File: src/rtl/display_page_scheduler.sv
// display_page_scheduler: steps a 7-seg halfword display through N_WORDS monitor words,
// two pages per word, advanced by a debounced key (MANUAL) or a fixed period (AUTO).
`default_nettype none

module display_page_scheduler #(
  parameter int N_WORDS         = 4,
  parameter int DEBOUNCE_CYCLES = 500000,
  parameter int AUTO_CYCLES     = 50000000,
  localparam int IDXW = ($clog2(N_WORDS) > 0) ? $clog2(N_WORDS) : 1
) (
  input  logic                  clk,
  input  logic                  reset_n,
  input  logic                  key_step_n,
  input  logic                  key_mode_n,
  input  logic                  freeze,
  input  logic [N_WORDS*32-1:0] words_in,
  output logic [31:0]           word_out,
  output logic                  hl_sw,
  output logic [IDXW-1:0]       word_index,
  output logic                  auto_mode,
  output logic                  page_tick
);

  localparam int NPAGES = 2 * N_WORDS;
  localparam int PW     = $clog2(NPAGES);
  localparam int DBW    = (DEBOUNCE_CYCLES > 1) ? $clog2(DEBOUNCE_CYCLES) : 1;
  localparam int ATW    = $clog2(AUTO_CYCLES);

  localparam logic [DBW-1:0] DB_LAST   = DBW'(DEBOUNCE_CYCLES - 1);
  localparam logic [ATW-1:0] AUTO_LAST = ATW'(AUTO_CYCLES - 1);
  localparam logic [PW-1:0]  PAGE_LAST = PW'(NPAGES - 1);

  typedef enum logic {
    MANUAL = 1'b0,
    AUTO   = 1'b1
  } mode_e;

  // Reset asserts asynchronously but releases on a clock edge.
  logic [1:0] rst_q;
  logic       rst_n_int;

  always_ff @(posedge clk or negedge reset_n) begin
    if (!reset_n) rst_q <= 2'b00;
    else          rst_q <= {rst_q[0], 1'b1};
  end

  assign rst_n_int = rst_q[1];

  logic [1:0] key_raw;
  logic [1:0] key_evt;

  assign key_raw = {key_mode_n, key_step_n};

  for (genvar g = 0; g < 2; g++) begin : g_key
    logic [1:0]     sync;
    logic           level;
    logic [DBW-1:0] cnt;
    logic           evt;

    always_ff @(posedge clk or negedge rst_n_int) begin
      if (!rst_n_int) begin
        sync  <= 2'b11;
        level <= 1'b1;
        cnt   <= '0;
        evt   <= 1'b0;
      end else begin
        sync <= {sync[0], key_raw[g]};
        evt  <= 1'b0;
        if (sync[1] == level) begin
          cnt <= '0;
        end else if (cnt == DB_LAST) begin
          level <= sync[1];
          cnt   <= '0;
          evt   <= ~sync[1];
        end else begin
          cnt <= cnt + 1'b1;
        end
      end
    end

    assign key_evt[g] = evt;
  end

  logic step_evt;
  logic mode_evt;

  assign step_evt = key_evt[0];
  assign mode_evt = key_evt[1];

  mode_e          state;
  mode_e          state_nx;
  logic [ATW-1:0] tick_cnt;
  logic [ATW-1:0] tick_nx;
  logic [PW-1:0]  page;
  logic [PW-1:0]  page_nx;
  logic           advance;

  // A mode event takes priority; a step in the terminal cycle still advances only once.
  always_comb begin
    state_nx = state;
    tick_nx  = tick_cnt;
    advance  = 1'b0;
    case (state)
      MANUAL: begin
        tick_nx = '0;
        if (mode_evt)      state_nx = AUTO;
        else if (step_evt) advance  = 1'b1;
      end
      AUTO: begin
        if (mode_evt) begin
          state_nx = MANUAL;
          tick_nx  = '0;
        end else if (step_evt || (tick_cnt == AUTO_LAST)) begin
          advance = 1'b1;
          tick_nx = '0;
        end else begin
          tick_nx = tick_cnt + 1'b1;
        end
      end
      default: state_nx = MANUAL;
    endcase
  end

  assign page_nx = !advance ? page : ((page == PAGE_LAST) ? '0 : page + 1'b1);

  logic [IDXW-1:0] next_idx;
  logic [31:0]     sel_word;

  assign next_idx = IDXW'(page_nx >> 1);
  assign sel_word = words_in[{next_idx, 5'b00000} +: 32];

  // Selecting by the next page keeps word_out coherent with hl_sw/word_index.
  always_ff @(posedge clk or negedge rst_n_int) begin
    if (!rst_n_int) begin
      state     <= MANUAL;
      tick_cnt  <= '0;
      page      <= '0;
      page_tick <= 1'b0;
      word_out  <= '0;
    end else begin
      state     <= state_nx;
      tick_cnt  <= tick_nx;
      page      <= page_nx;
      page_tick <= advance;
      if (!freeze || advance) word_out <= sel_word;
    end
  end

  assign hl_sw      = page[0];
  assign word_index = IDXW'(page >> 1);
  assign auto_mode  = (state == AUTO);

endmodule

`default_nettype wire

File: config.mk
export PLATFORM = sky130hd
export DESIGN_NAME = display_page_scheduler
export DESIGN_NICKNAME = d
export VERILOG_FILES = /design/src/rtl/display_page_scheduler.sv
export SDC_FILE = /design/constraint.sdc
export NUM_CORES = 1
export LEC_CHECK = 0
export CAP_MARGIN = 5
export CORE_MARGIN = 4
export CORE_UTILIZATION = 52
export DETAILED_ROUTE_END_ITERATION = 10
export GPL_ROUTABILITY_DRIVEN = 1
export GPL_TIMING_DRIVEN = 0
export PLACE_DENSITY = 0.95
export SYNTH_ARGS = -nofsm -noshare
export SYNTH_HDL_FRONTEND = slang
export SYNTH_SLANG_ARGS = --single-unit
File: constraint.sdc
create_clock -name clk -period 9 [get_ports clk]
set_input_delay 0.9 -clock clk [delete_from_list [all_inputs] [get_ports clk]]
set_output_delay 0.9 -clock clk [all_outputs]
set_load 0.01 [all_outputs]
==> impl_results.rst <==
.. list-table::
   :header-rows: 1

   * - Metric
     - Value
   * - First-pass GRT wire length
     - 27.43 mm
   * - Synth-to-layout area growth
     - 36.20%
   * - Startpoint-to-endpoint class of the critical path
     - register to register
   * - Routability Congestion
     - 0.9449
   * - Dominant combinational cell family by area after synthesis
     - simple AND/OR/NAND/NOR gates
   * - Most used DFF post-synth
     - dfrtp_1
   * - #FFs+latches synth
     - 111
   * - Number of distinct library cells after synthesis
     - 44
   * - Synth area leader
     - dfrtp_1
   * - Setup repair after global routing missed its margin
     - no
   * - Worst-skew pair later-pin latency
     - 370 ps
   * - Top cell family by delay on the critical path
     - compound AO/OA/AOI/OAI gates
   * - Number of warnings reported in the yosys synthesis log
     - 0
   * - Mean Syn Cell Area
     - 10.19 um^2
   * - Largest cells by area after synthesis
     - dfrtp_1, nor2_1, mux2i_1, a221oi_1, xor2_1
   * - Number of buffers created by CTS
     - 9
   * - Clock-pin slew reported for the worst setup and hold paths after clock tree synthesis
     - 110 ps
   * - Total negative setup slack
     - 0 ps
   * - Min Tclk post-route
     - 2825 ps
   * - Adder-cell share of the synthesized area
     - 1.079%
   * - Ratio of routed vias to standard cells
     - 5.946
   * - DRC Markers
     - 0
   * - FF-to-FF Start
     - tick_cnt[0]$_DFF_PN0_
   * - Std-Cell Rows
     - 38
   * - Sequential area share after synthesis
     - 48.06%
   * - Clock tree from TritonCTS
     - done
   * - Period utilization
     - 31.39%
   * - Post-detailed-routing wire length
     - 17.48 mm
   * - Number of enable flip-flop cells after synthesis
     - 0
   * - Worst setup startpoint
     - tick_cnt[0]$_DFF_PN0_
   * - Static leakage
     - 3.076 nW
   * - Classification of the worst-slack hold path
     - register to asynchronous set/reset pin
   * - Fmax
     - 353.9 MHz
   * - Crit. End Element
     - register
   * - Overflow left after global routing
     - 0
   * - Top-area cell type share of the netlist area
     - 45.34%
   * - Maximum number of pins on one net before global-route repair
     - 71
   * - Hpwl dp
     - 13.41 mm
   * - Run status
     - complete, no violations
   * - Endpoint required time on the critical path
     - 9240 ps
   * - Crit path arrival time
     - 3060 ps
   * - Xor and xnor area share after synthesis
     - 8.312%
   * - VDD IR-drop max
     - 0.08477 mV
   * - Initial antenna violation count
     - 0
   * - Most frequently used cell type in the post-synthesis netlist
     - dfrtp_1
   * - Biggest cell delay along the critical path
     - 560 ps
   * - Starting utilization of the core area
     - 53.23%
   * - Power per cell area
     - 124.1 nW/um^2
   * - Maximum fanout along the worst path
     - 10
   * - Post-synthesis compound-gate area fraction
     - 15.22%
   * - Via count of the first global-routing pass
     - 5351
   * - Area share of and/or/nand/nor cells after synthesis
     - 17.29%
   * - H-tree levels
     - 3
   * - Cell at the root of the clock tree
     - clkbuf_8
   * - Die boundary height
     - 113.6 um
   * - End-of-flow core utilization
     - 72.50%
   * - Clk buf depth
     - 2
   * - WP depth
     - 9
   * - DR iter-0 viols
     - 477
   * - Count of maximum capacitance violations
     - 0
   * - Startpoint type of the worst setup path
     - register
   * - Final ANT Viol Nets
     - 0
   * - Number of port buffers
     - 169
   * - Syn Std Cell Area
     - 5796 um^2
   * - Hold-fix buffers, CTS
     - 0
   * - Relative slew slack
     - 53.93%
   * - Share of layout cells above drive strength 1
     - 6.093%
   * - Setup Viol. Count Final
     - 0
   * - Core ar.
     - 10890 um^2
   * - Count of inserted antenna diode cells
     - 0
   * - Overall track demand over capacity in global routing
     - 26.67%
   * - Final cell count without fillers
     - 895
   * - Length in cells of the worst reg-to-reg path
     - 9
   * - Synthesized instance count
     - 569
   * - Mux share of post-synthesis cell area
     - 6.369%
   * - DRT Pass-1 Iters
     - 5
   * - Post-synthesis net count
     - 707
   * - Worst-case clock skew
     - 15.30 ps
   * - Post-Place Cells
     - 879
   * - Final hold viol count
     - 0
   * - Die area
     - 12900 um^2
   * - Max-slew violation total from the final report
     - 0
   * - # Post-CTS Setup Buffers
     - 0
   * - Via count
     - 5322
   * - Total power consumption of the routed design
     - 0.9796 mW
   * - I/O pin count
     - 170
   * - Highest-delay cell along the critical path
     - o211ai_1
   * - Clk sinks
     - 111
   * - Die width
     - 113.6 um
   * - Total of cells resized after clock tree synthesis
     - 0
   * - List of cells traversed by the critical path
     - ha_1, and3_1, buf_2, nand4_4, o211ai_1, o311ai_2, clkbuf_1, a221oi_1, a211oi_1
   * - Number of buffer and inverter instances along the worst setup path
     - 2
   * - Most frequent cells after synthesis
     - dfrtp_1, nor2_1
   * - Slew at the pin closest to its max-slew limit
     - 688.1 ps
   * - Wirelength per Cell
     - 19.53 um
   * - NumNets Final
     - 888
   * - Async SR Flop Fraction
     - 100.0%
-- kinds of logic after synthesis --
group / count (synthesis)
AO/OA/AOI/OAI: 115
multiplexers: 36
buffers and inverters: 42
adder cells (fa/ha/maj): 5
AND/OR/NAND/NOR: 204
XOR/XNOR: 55
flip-flops: 111
other: 1
-- metrics by stage --
step                instance area, um^2  setup slack, ps  hold slack, ps
finish                             7894             6175           320.5
global route                       7894             6044           366.0
CTS                                7894             6239           341.3
detailed placement                 7694             6246           334.6
global placement                   7662             4642           344.1
floorplan                          5796             5689           331.2
-- worst reg2reg max path, stage by stage, from the launching register on --
cell      delay (ps)
dfrtp_1          410
ha_1             210
and3_1           150
buf_2            170
nand4_4          120
o211ai_1         560
o311ai_2         310
clkbuf_1         300
a221oi_1         360
a211oi_1         100
-- placed cells by master (no fill, tap or decap), drive strengths merged, types with 2 or more instances in the layout --
master / n
or4: 2
nor4: 3
dfrtp: 105
nand2: 19
o21ai: 6
o211ai: 3
a21boi: 32
or3: 7
xnor2: 25
mux2: 4
a221oi: 32
and3: 11
dfstp: 6
and2: 3
inv: 11
a21oi: 7
buf: 15
nor2b: 2
a211oi: 32
nand4: 14
nor3b: 3
clkdlybuf4s50: 169
and4: 6
clkinv: 2
xor2: 30
nor2: 97
clkbuf: 29
nor3: 8
nand3: 24
mux2i: 32
nand4b: 2
ha: 5
-- metal layers --
layer | wire length [um] | GRT usage, % | part of all wire (%)
met1 | 7043 | 33.46 | 40
met2 | 8752 | 45.07 | 50
met3 | 1139 | 5.358 | 6.5
met4 | 545 | 11.14 | 3.1
met5 | 0 | 0 | 0
-- report_power, final --
part | internal (mW) | switching (mW)
combinational | 0.0915 | 0.0539
clock | 0.138 | 0.167
sequential | 0.516 | 0.0141
total | 0.745 | 0.235
-- path summary, 6_finish.rpt --
check	endpoint	slack [ps]
min reg2reg	word_out[23]$_DFFE_PN0P_	320
min	word_out[23]$_DFFE_PN0P_	320
max	word_out[15]$_DFFE_PN0P_	6170
min in group clk	g_key[0].sync[1]$_DFF_PN1_	360
max in group asynchronous	g_key[1].sync[1]$_DFF_PN1_	7890
max reg2reg	word_out[15]$_DFFE_PN0P_	6170
-- state kept, by name, indices dropped and copies added (netlist names), 2 cells and up --
register     cells
g_key.cnt       38
word_out        32
tick_cnt        26
g_key.sync       4
page             3
g_key.evt        2
g_key.level      2
rst_q            2
-- layout make-up --
type / count / area, um^2
clock inverter: 4 / 55.05
multi-input combinational: 416 / 2801
buffer: 31 / 165.2
clock buffer: 12 / 145.1
fill: 759 / 2994
tap: 140 / 175.2
inverter: 11 / 43.79
sequential: 111 / 2789
timing repair buffer: 170 / 1719
Note: power is estimated with default switching activity, not from simulation.
